===== config.mk =====
export PLATFORM = sky130hd
export DESIGN_NAME = bus_dev_port
export DESIGN_NICKNAME = d
export VERILOG_FILES = /design/src/rtl/bus_dev_port.sv
export SDC_FILE = /design/constraint.sdc
export NUM_CORES = 1
export LEC_CHECK = 0
export CAP_MARGIN = 20
export CORE_ASPECT_RATIO = 0.9
export CORE_MARGIN = 4
export CORE_UTILIZATION = 45
export CTS_CLUSTER_DIAMETER = 80
export DETAILED_ROUTE_END_ITERATION = 8
export PLACE_DENSITY = 0.74
export SETUP_SLACK_MARGIN = 0.2
export SYNTH_ARGS = -nofsm -noshare
export SYNTH_HDL_FRONTEND = slang
export SYNTH_SLANG_ARGS = --single-unit
export TNS_END_PERCENT = 5

===== constraint.sdc =====
create_clock -name clk -period 3.95 [get_ports clk]
set_input_delay 0.9875 -clock clk [delete_from_list [all_inputs] [get_ports clk]]
set_output_delay 0.9875 -clock clk [all_outputs]
set_load 0.01 [all_outputs]

===== src/rtl/bus_dev_port.sv =====
// Shared-bus device endpoint: FWFT TX FIFO drained by the arbiter, FWFT RX FIFO filled by arbiter pushes.
// Optional destination filter on RX enabled by defining BUS_DEV_RX_ID_FILTER_EN.
module bus_dev_port #(
  parameter int unsigned DEPTH     = 8,
  parameter int unsigned PCKG_SZ   = 16,
  parameter logic [7:0]  ID        = 8'h00,
  parameter logic [7:0]  BROADCAST = 8'hFF
) (
  input  logic               clk,
  input  logic               reset,
  input  logic               tx_wr,
  input  logic [PCKG_SZ-1:0] tx_data,
  output logic               tx_full,
  output logic               tx_ovf,
  output logic               pndng,
  output logic [PCKG_SZ-1:0] D_pop,
  input  logic               pop,
  input  logic               push,
  input  logic [PCKG_SZ-1:0] D_push,
  output logic               rx_valid,
  output logic [PCKG_SZ-1:0] rx_data,
  input  logic               rx_rd,
  output logic [7:0]         rx_drop_cnt,
  output logic [7:0]         rx_misaddr_cnt
);

  localparam int unsigned AW       = $clog2(DEPTH);
  localparam logic [AW:0] FULL_CNT = (AW+1)'(DEPTH);

`ifdef BUS_DEV_RX_ID_FILTER_EN
  localparam bit FILTER = 1'b1;
`else
  localparam bit FILTER = 1'b0;
`endif

  // ---------------- TX FIFO ----------------
  logic [PCKG_SZ-1:0] tx_mem [DEPTH];
  logic [AW-1:0]      tx_wp, tx_rp;
  logic [AW:0]        tx_cnt;
  logic               tx_do_wr, tx_do_rd;

  assign pndng   = (tx_cnt != '0);
  assign tx_full = (tx_cnt == FULL_CNT);
  assign D_pop   = pndng ? tx_mem[tx_rp] : '0;

  // A pop frees a slot in the same edge, so a write to a full FIFO is accepted alongside it.
  always_comb begin
    tx_do_rd = pop && pndng;
    tx_do_wr = tx_wr && (!tx_full || tx_do_rd);
  end

  always_ff @(posedge clk) begin
    if (reset) begin
      tx_wp  <= '0;
      tx_rp  <= '0;
      tx_cnt <= '0;
      tx_ovf <= 1'b0;
    end else begin
      if (tx_do_wr) tx_wp <= tx_wp + 1'b1;
      if (tx_do_rd) tx_rp <= tx_rp + 1'b1;
      case ({tx_do_wr, tx_do_rd})
        2'b10:   tx_cnt <= tx_cnt + 1'b1;
        2'b01:   tx_cnt <= tx_cnt - 1'b1;
        default: tx_cnt <= tx_cnt;
      endcase
      if (tx_wr && !tx_do_wr) tx_ovf <= 1'b1;
    end
  end

  always_ff @(posedge clk) begin
    if (tx_do_wr) tx_mem[tx_wp] <= tx_data;
  end

  // ---------------- RX FIFO ----------------
  logic [PCKG_SZ-1:0] rx_mem [DEPTH];
  logic [AW-1:0]      rx_wp, rx_rp;
  logic [AW:0]        rx_cnt;
  logic [7:0]         dest;
  logic               addr_hit, accept, rx_full, rx_do_wr, rx_do_rd, rx_drop, rx_reject;

  assign rx_valid = (rx_cnt != '0);
  assign rx_full  = (rx_cnt == FULL_CNT);
  assign rx_data  = rx_valid ? rx_mem[rx_rp] : '0;

  // Unfiltered build forces accept high, so the misaddress counter can never leave zero.
  always_comb begin
    dest      = D_push[PCKG_SZ-1:PCKG_SZ-8];
    addr_hit  = (dest == ID) || (dest == BROADCAST);
    accept    = !FILTER || addr_hit;
    rx_do_rd  = rx_rd && rx_valid;
    rx_do_wr  = push && accept && (!rx_full || rx_do_rd);
    rx_drop   = push && accept && rx_full && !rx_do_rd;
    rx_reject = push && !accept;
  end

  always_ff @(posedge clk) begin
    if (reset) begin
      rx_wp          <= '0;
      rx_rp          <= '0;
      rx_cnt         <= '0;
      rx_drop_cnt    <= '0;
      rx_misaddr_cnt <= '0;
    end else begin
      if (rx_do_wr) rx_wp <= rx_wp + 1'b1;
      if (rx_do_rd) rx_rp <= rx_rp + 1'b1;
      case ({rx_do_wr, rx_do_rd})
        2'b10:   rx_cnt <= rx_cnt + 1'b1;
        2'b01:   rx_cnt <= rx_cnt - 1'b1;
        default: rx_cnt <= rx_cnt;
      endcase
      if (rx_drop && (rx_drop_cnt != '1))       rx_drop_cnt    <= rx_drop_cnt + 1'b1;
      if (rx_reject && (rx_misaddr_cnt != '1))  rx_misaddr_cnt <= rx_misaddr_cnt + 1'b1;
    end
  end

  always_ff @(posedge clk) begin
    if (rx_do_wr) rx_mem[rx_wp] <= D_push;
  end

endmodule


==> results by group, run 1 <==
Pwr
  • Total power: 8720 uW
  • VDD IR-drop max: between 0.4 and 0.5 mV
  • Lkg Pwr: roughly 0.0045 uW
  • P per Cell Area: 625 mW/mm^2

Routing
  • Via count: between 6,000 and 7,000
  • Routed Antenna Nets: 0
  • Residual DRC count: 0
  • WL/cell: 20.2 um
  • Vias/cell: 5.46
  • Final wirelength: 22,300 um
  • Starting DRT DRC Count: slightly above 400
  • Pre-antenna DRT Iters: 4

Critical path
  • Internal reg-to-reg setup slack: 1.09 ns
  • RR Endpoint: tx_cnt[3]$_SDFFE_PP0P_
  • CP top delay family: buffers and inverters
  • CP max stage cell: clkdlybuf4s50_1
  • Number of cells on the critical path: 5
  • Crit Path Category: flip-flop to output pin
  • Buf+Inv Stages, Crit Path: 2
  • Reg2Reg Depth: 12
  • Worst Path Required: 2.96 ns
  • Worst Path Arrival: 2.60 ns
  • Critical R2R Launch: tx_cnt[0]$_SDFFE_PP0P_
  • CP startpoint kind: flip-flop
  • Critical-path cell list: buf_12 > mux4_2 > mux2i_1 > nor2_1 > clkdlybuf4s50_1
  • CP peak stage delay: 0.52 ns
  • Worst setup endpoint: rx_data[11]
  • CP endpoint kind: output pin
  • Max FO, Critical Path: 22

Place
  • GP Congestion: 0.784
  • # port buffers: 81
  • Post-placement cell count: 1,054
  • DP Worst Slack: 0.590 ns
  • DP HPWL: between 10,000 and 15,000 um

Finish
  • P&R area growth vs syn: 19.3%
  • Nets: 790
  • Fillers: 1,953
  • Commonest non-fill, non-tap cell in the layout: edfxtp_1
  • Fraction of layout cells with a size suffix above 1: 0.199
  • Non-Filler Instances: 1,107
  • Fin util: 0.550
  • ANT cells: 0
  • Most frequent cells in the layout: edfxtp_1 (256), clkdlybuf4s50_1 (81), nor2_1 (69), mux4_2 (64), mux2i_1 (38)

Flow run
  • Max Cap Viol: 0

Synth
  • YS warnings: 0
  • Post-synth EDFFs: 256
  • Register area share after synthesis: 0.718
  • #FFs+latches synth: 291
  • Cell count after synthesis: 640
  • Count of different cell masters after synthesis: 52
  • Asr flop ratio synth: 0
  • Mean post-synth cell area: 18.2 um^2
  • Post-synth top flop: edfxtp_1
  • Mapped Area: roughly 0.012 mm^2

Global routing
  • Vias in the first global route: 6,315
  • First-pass GRT wire length: between 30,000 and 40,000 um
  • Grt ovf: 0
  • Antenna violations before repair: 2
  • Largest net degree at the start of global routing: 33
  • GRT Overall Usage: 0.158

Timing
  • Clock Skew: 0.0169 ns
  • RSZ-0062 raised after global routing: true
  • Final Hold Violating Endpoints: 0
  • Final setup vio count: 0
  • Fin crit period: between 3 and 4 ns
  • Final period util: 0.908
  • Max-slew violation count: 0
  • Setup TNS: 0 ns
  • Max-slew headroom: 0.440
  • Max Freq: 279 MHz
  • Worst-Margin Slew: 0.838 ns
  • Final worst slack: around 0.36 ns

Floorplan
  • Die width: 178 um
  • Std cell rows: 55
  • DIE HEIGHT: 161 um
  • Initial Util: 0.461
  • Die area: 0.0286 mm^2
  • Core Area: 0.0253 mm^2
  • I/O Pins: 90

Clock tree
  • Max clock buf depth: 3
  • Clk sinks: 291
  • Hold buffers post-CTS: 0
  • Htree depth: 1
  • CTS tree: yes
  • Total CTS buffers: 29
  • Postcts setup bufs: 0
  • Worst-Skew Late Latency: 0.54 ns
  • Clock Tree Root: clkbuf_16
  • Reg clk slew, reported paths: approximately 0.060 ns

Status
  • Outcome: finished clean

Worst hold path
  • Hold Path Depth: 2
  • Worst Hold Class: flip-flop to flip-flop
[synth_stat cells (6+ instances only)]
library cell	number	share of area
dfxtp_1	35	0.060
xor2_1	8	0.0060
edfxtp_1	256	0.66
buf_2	9	0.0039
xnor2_1	7	0.0052
clkbuf_1	22	0.0071
mux4_2	64	0.12
mux2i_1	38	0.033
nand2b_1	8	0.0043
buf_4	8	0.0051
nor3_1	11	0.0047
nand3_1	10	0.0043
ha_1	8	0.0086
nand2_1	12	0.0039
a21oi_1	10	0.0043
nor2_1	69	0.022
inv_1	7	0.0023
a211oi_1	6	0.0039
[worst reg2reg max path, stage by stage (launching register included)]
cell and delay (ns):
dfxtp_1 0.38, or3_1 0.46, nor2_2 0.10, buf_4 0.23, inv_1 0.12, nand2_1 0.13, or2_2 0.15, inv_1 0.06
ha_1 0.33, a21oi_1 0.30, a21boi_0 0.18, nand3b_1 0.18, a31oi_1 0.15
[sequential cells by signal (all words and copies together) (netlist names), named ones only]
register	flops
tx_cnt	4
rx_wp	3
tx_ovf	1
tx_mem	128
tx_rp	3
rx_drop_cnt	8
tx_wp	3
rx_rp	3
rx_mem	128
rx_cnt	4
[through the flow]
step	area (um^2)	hold WS (ns)
detailed placement	13000	0.461
finish	13900	0.479
global placement	13000	0.456
floorplan	11700	0.454
global route	13900	0.515
CTS	13900	0.480
[repair_timing]
action / in CTS / in global routing
endpoints found under the setup margin: 2 / 19
hold endpoints to repair: 0 / 0
resized for setup: 1 / 2
[metal layers]
metal,track usage,wire length [um]
met1,0.209,9370
met5,0,27
met2,0.278,11400
met3,0.0320,1190
met4,0.0281,341
[logic make-up after synthesis]
logic type | Yosys count | synth area share
compound gates | 41 | 0.0277
mux | 102 | 0.156
simple gates | 131 | 0.0554
fa+ha+maj | 9 | 0.0103
other cells | 1 | 0.000321
flops | 291 | 0.718
xor+xnor | 15 | 0.0112
buf+inv | 50 | 0.0209
[final cells by class]
class                           count  area (um^2)  area share
Clock buffer                       42          815      0.0585
Clock inverter                     11          110     0.00790
Inverter                            7         26.3     0.00189
Multi-Input combinational cell    306         3120       0.224
Sequential cell                   291         8400       0.603
Tap cell                          342          428      0.0307
Timing Repair Buffer              108         1040      0.0745
[report_power, final]
| group | internal (uW) | switching (uW) |
|---|---|---|
| clock network | 1560 | 1070 |
| registers | 3520 | 203 |
| logic | 1260 | 1100 |
| total | 6340 | 2370 |
[how the worst min path moves through the flow]
stage,from,to,slack (ns)
after floorplan,tx_rp[1]$_SDFFE_PP0N_,flip-flop,0.45
after global placement,tx_ovf$_SDFFE_PP0P_,tx_ovf$_SDFFE_PP0P_,0.46
after detailed placement,tx_ovf$_SDFFE_PP0P_,tx_ovf$_SDFFE_PP0P_,0.46
after CTS,tx_ovf$_SDFFE_PP0P_,tx_ovf$_SDFFE_PP0P_,0.48
after global routing,rx_rp[1]$_SDFFE_PP0N_,flip-flop,0.52
final,tx_ovf$_SDFFE_PP0P_,tx_ovf$_SDFFE_PP0P_,0.48
Power figures use the tool's default switching activity.
==> run 2, diff against run 1 <==
--- a/config.mk
+++ b/config.mk
@@ -11,6 +11,7 @@
 export CORE_UTILIZATION = 45
 export CTS_CLUSTER_DIAMETER = 80
 export DETAILED_ROUTE_END_ITERATION = 8
+export GPL_ROUTABILITY_DRIVEN = 0
 export PLACE_DENSITY = 0.74
 export SETUP_SLACK_MARGIN = 0.2
 export SYNTH_ARGS = -nofsm -noshare
==> constraint.sdc (replaced) <==
create_clock -name clk -period 3.45 [get_ports clk]
set_input_delay 0.8625 -clock clk [delete_from_list [all_inputs] [get_ports clk]]
set_output_delay 0.8625 -clock clk [all_outputs]
set_load 0.01 [all_outputs]
==> run 2 against run 1 <==
Against the previous run: design area rose by 1.4%; setup slack lost 0.17 ns; global-route usage up 0.31 points; largest power group unchanged; register-to-register slack worse by 0.41 ns; largest cell class unchanged; die area stayed put; worst hold slack about the same; sequential share of layout area fell by 0.85 points; core utilization increased by 0.77 points; non-clock buffer count is 3 higher; clock skew up 0.0033 ns; total power grew 17%; combinational power up 22%.
==> results by group, run 2 (same netlist as run 1, synthesis figures left out) <==
Status
  • Outcome: finished clean

Worst hold path
  • Worst Hold Class: flip-flop to flip-flop
  • Hold endpoint: tx_ovf$_SDFFE_PP0P_
  • Hold Path Depth: 2
  • Min-delay src: tx_ovf$_SDFFE_PP0P_

Place
  • DP Worst Slack: ~0.30 ns
  • Post-DP Area: 0.0130 mm^2
  • Post-placement cell count: roughly 1,100
  • # port buffers: 81
  • DP HPWL: roughly 14,000 um

Finish
  • Largest registers: rx_mem x128, tx_mem x128, rx_drop_cnt x8
  • Finished Cell Area: ~0.014 mm^2
  • P&R area growth vs syn: 21.0%
  • ANT cells: 0
  • Non-Filler Instances: around 1,100
  • Fraction of layout cells with a size suffix above 1: 0.210
  • Multi-input logic area: 0.00316 mm^2
  • Commonest non-fill, non-tap cell in the layout: edfxtp_1
  • Fillers: 1,944
  • Nets: a little under 800
  • Register Area: approximately 0.0084 mm^2
  • Most frequent cells in the layout: edfxtp_1 (256), nor2_1 (69), mux4_2 (64), clkdlybuf4s50_1 (57), mux2i_1 (34)

Timing
  • Final worst slack: about 0.19 ns
  • Worst-Margin Slew: roughly 0.73 ns
  • RSZ-0062 raised after global routing: true
  • Max-slew violation count: 0
  • Final Hold Violating Endpoints: 0
  • Final period util: 0.945
  • Setup TNS: 0 ns
  • Fin crit period: about 3.3 ns
  • Max-slew headroom: 0.509
  • Clock Skew: around 0.020 ns
  • Final setup vio count: 0
  • Max Freq: 307 MHz

Critical path
  • CP endpoint kind: output pin
  • RR Endpoint: tx_cnt[3]$_SDFFE_PP0P_
  • CP startpoint kind: flip-flop
  • Worst Path Required: approximately 2.6 ns
  • Critical R2R Launch: tx_cnt[0]$_SDFFE_PP0P_
  • Internal reg-to-reg setup slack: between 0.6 and 0.7 ns
  • Reg2Reg Depth: 12
  • Max FO, Critical Path: 12
  • Worst Path Arrival: about 2.4 ns
  • Crit Path Category: flip-flop to output pin

Clock tree
  • Max clock buf depth: 3
  • Clock Tree Root: clkbuf_16
  • Clk sinks: 291
  • Reg clk slew, reported paths: 0.07 ns
  • Worst-Skew Late Latency: 0.53 ns
  • Hold buffers post-CTS: 0
  • Total CTS buffers: 29
  • CTS tree: yes
  • Postcts setup bufs: 0
  • Htree depth: 1

Routing
  • Final wirelength: 23,000 um
  • Starting DRT DRC Count: 552
  • Max Used Layer: met4
  • WL/cell: between 20 and 25 um
  • Residual DRC count: 0
  • Met3 wire length: 1320 um
  • Met2 wire length: 11,500 um
  • Vias/cell: ~5.4
  • DRT met1 WL: 9790 um
  • Via count: 6,022
  • Pre-antenna DRT Iters: 5
  • Routed Antenna Nets: 0

Pwr
  • P per Cell Area: 720 mW/mm^2
  • Lkg Pwr: 0.00488 uW
  • VDD IR-drop max: 0.530 mV

Global routing
  • Grt ovf: 0
  • Vias in the first global route: roughly 6,400
  • First-pass GRT wire length: 36,400 um
  • GRT Overall Usage: 0.162
  • Largest net degree at the start of global routing: 33
  • Antenna violations before repair: 0

Floorplan
  • Die width: 178 um
  • Die area: about 0.029 mm^2
  • DIE HEIGHT: 161 um
  • I/O Pins: 90
  • Core Area: approximately 0.025 mm^2
  • Initial Util: 0.461
  • Std cell rows: 55

Flow run
  • Max Cap Viol: 0
-- run 2: cell types whose count changed in the layout (fill, tap and decap cells not counted), sizes merged, moves of 2 or more --
| cell | change |
|---|---|
| bufinv | +2 |
| dlymetal6s2s | +23 |
| inv | +2 |
| clkbuf | -5 |
| clkdlybuf4s50 | -24 |
| buf | +2 |
-- run 2: worst max-delay path by stage --
stage / from / to / slack, ns / depth (start not counted)
finish: flip-flop / D_pop[5] / 0.19 / 5
global route: flip-flop / D_pop[13] / 0.06 / 5
CTS: flip-flop / rx_data[4] / 0.08 / 5
detailed placement: pop / tx_cnt[3]$_SDFFE_PP0P_ / 0.30 / 9
global placement: pop / tx_cnt[3]$_SDFFE_PP0P_ / 0.49 / 9
floorplan: push / rx_mem[0][0]$_DFFE_PP_ / 0.26 / 4
-- run 2: repair_timing --
item / 4_1_cts / 5_1_grt
endpoints found under the setup margin: 32 / 33
cloned: 2 / 0
gates resized for setup: 7 / 34
-- run 2: metal layers --
layer  up-vias  global-route usage
met5         -                   0
met4         0              0.0288
met3        31              0.0315
met2       183               0.273
met1      3079               0.223
li1       2729                   -
-- run 2: critical path, stage by stage, from the launching register on --
cell	delay, ns
dfxtp_2	0.37
buf_8	0.19
mux4_2	0.53
mux2i_2	0.23
nor2_1	0.07
clkdlybuf4s50_1	0.48
-- run 2: cell type report --
cell class                      count  share of cell area
Tap cell                          342              0.0303
Clock inverter                     14              0.0129
Clock buffer                       37              0.0535
Inverter                            7             0.00186
Timing Repair Buffer              111              0.0839
Multi-Input combinational cell    306               0.223
Sequential cell                   291               0.594
-- run 2: stage by stage --
step / utilization / total power (uW) / hold WS [ns]
after global routing: 0.558 / 10700 / 0.519
final: 0.558 / 10200 / 0.479
after CTS: 0.554 / 10300 / 0.485
after global placement: 0.514 / 6960 / 0.452
after detailed placement: 0.514 / 7050 / 0.469
after floorplan: - / 5920 / 0.454
-- run 2: power by group --
part	internal [uW]	switching, uW
clock	1850	1250
combinational	1530	1350
sequential	4030	165
==> run 3, diff against run 2 <==
--- a/config.mk
+++ b/config.mk
@@ -13,6 +13,7 @@
 export DETAILED_ROUTE_END_ITERATION = 8
 export GPL_ROUTABILITY_DRIVEN = 0
 export PLACE_DENSITY = 0.74
+export REMOVE_ABC_BUFFERS = 1
 export SETUP_SLACK_MARGIN = 0.2
 export SYNTH_ARGS = -nofsm -noshare
 export SYNTH_HDL_FRONTEND = slang
==> run 3 against run 2 <==
Against the previous run: non-clock buffer count increased by 7; total power is 0.67% lower; design area fell by 0.50%; sequential cell count is the same; largest cell class unchanged.
==> results by group, run 3 (same netlist as run 1, synthesis figures left out) <==
Status
  • Outcome: finished clean

Finish
  • Commonest non-fill, non-tap cell in the layout: edfxtp_1
  • Nets: 800
  • Non-Filler Instances: 1,113
  • Register Area: 0.00840 mm^2
  • P&R area growth vs syn: 20.3%
  • Finished Cell Area: between 0.01 and 0.015 mm^2
  • Most frequent cells in the layout: edfxtp_1 (256), clkdlybuf4s50_1 (80), nor2_1 (69), mux4_2 (64), mux2i_1 (34)
  • Multi-input logic area: 0.00313 mm^2
  • ANT cells: 0
  • Fraction of layout cells with a size suffix above 1: 0.214
  • Largest registers: rx_mem x128, tx_mem x128, rx_drop_cnt x8
  • Fillers: 1,953

Floorplan
  • Die width: roughly 180 um
  • Std cell rows: 55
  • Initial Util: 0.461
  • Die area: between 0.02 and 0.03 mm^2
  • Core Area: 0.0253 mm^2
  • DIE HEIGHT: 161 um
  • I/O Pins: 90

Timing
  • Max-slew violation count: 0
  • RSZ-0062 raised after global routing: true
  • Final period util: 0.950
  • Setup TNS: 0 ns
  • Fin crit period: 3.28 ns
  • Final worst slack: approximately 0.17 ns
  • Max-slew headroom: 0.562
  • Clock Skew: 0.0165 ns
  • Final Hold Violating Endpoints: 0
  • Max Freq: 305 MHz
  • Worst-Margin Slew: approximately 0.65 ns
  • Final setup vio count: 0

Worst hold path
  • Hold Path Depth: 2
  • Min-delay src: tx_ovf$_SDFFE_PP0P_
  • Hold endpoint: tx_ovf$_SDFFE_PP0P_
  • Worst Hold Class: flip-flop to flip-flop

Place
  • Post-placement cell count: 1,055
  • DP HPWL: 13,700 um
  • # port buffers: 81
  • Post-DP Area: 0.0130 mm^2
  • DP Worst Slack: 0.189 ns

Pwr
  • VDD IR-drop max: between 0.5 and 0.6 mV
  • P per Cell Area: 718 mW/mm^2
  • Lkg Pwr: 0.00456 uW

Global routing
  • GRT Overall Usage: 0.161
  • Vias in the first global route: 6,312
  • Largest net degree at the start of global routing: 33
  • First-pass GRT wire length: 35,900 um
  • Grt ovf: 0
  • Antenna violations before repair: 1

Clock tree
  • Clock Tree Root: clkbuf_16
  • CTS tree: yes
  • Clk sinks: about 290
  • Worst-Skew Late Latency: 0.53 ns
  • Reg clk slew, reported paths: 0.06 ns
  • Max clock buf depth: 3
  • Htree depth: 1
  • Total CTS buffers: 29

Routing
  • Vias/cell: 5.44
  • Final wirelength: 23,000 um
  • WL/cell: 20.6 um
  • Via count: between 6,000 and 7,000
  • Residual DRC count: 0
  • Starting DRT DRC Count: 457
  • Routed Antenna Nets: 0
  • Pre-antenna DRT Iters: 5

Critical path
  • RR Endpoint: tx_cnt[3]$_SDFFE_PP0P_
  • Worst Path Arrival: 2.41 ns
  • CP startpoint kind: flip-flop
  • Internal reg-to-reg setup slack: 0.48 ns
  • Max FO, Critical Path: 32
  • CP endpoint kind: output pin
  • Crit Path Category: flip-flop to output pin
  • Critical R2R Launch: tx_cnt[0]$_SDFFE_PP0P_
  • Worst Path Required: 2.59 ns
  • Reg2Reg Depth: 12

Flow run
  • Max Cap Viol: 0
-- run 3: worst max path at each step --
stage,end,slack (ns),depth (start not counted)
after floorplan,D_pop[0],0.28,3
after global placement,rx_data[3],0.44,5
after detailed placement,tx_cnt[3]$_SDFFE_PP0P_,0.19,9
after CTS,D_pop[3],0.12,5
after global routing,rx_data[3],0.08,5
final,rx_data[3],0.17,5
-- run 3: worst max-delay path, cell delays in order (launching register included) --
cell             delay, ns
dfxtp_1               0.31
buf_4                 0.38
mux4_2                0.39
mux2i_2               0.23
nor2_1                0.07
clkdlybuf4s50_1       0.49
-- run 3: what timing repair did --
item                       CTS  global route
pin swaps                    0             0
setup endpoints to repair   33            33
gates cloned                 1             1
hold buffers                 0             0
buffers inserted             6             1
gates resized for setup      9             2
-- run 3: area by class of cell --
type,count,area share
Sequential cell,291,0.597
Multi-Input combinational cell,306,0.223
Timing Repair Buffer,118,0.0847
Clock buffer,33,0.0527
Tap cell,342,0.0304
Clock inverter,16,0.0101
Inverter,7,0.00187
-- run 3: through the flow --
stage	hold WS, ns	utilization	power, uW
2_1_floorplan	0.447	-	5840
3_3_place_gp	0.452	0.514	6990
3_5_place_dp	0.475	0.514	7060
4_1_cts	0.490	0.554	10200
5_1_grt	0.522	0.555	10600
6_report	0.480	0.555	10100
-- run 3: power by group --
part	leakage, uW	switching [uW]	internal, uW
combinational	0.00152	1360	1610
clock	0.000427	1230	1680
sequential	0.00261	182	4030
-- run 3: layer usage --
metal	part of all wire	GRT usage	up-vias	wire (um)
li1	-	-	2747	-
met1	0.40	0.213	3063	9280
met2	0.52	0.285	208	12000
met3	0.059	0.0271	30	1340
met4	0.016	0.0302	2	361
met5	0.00035	0	-	8
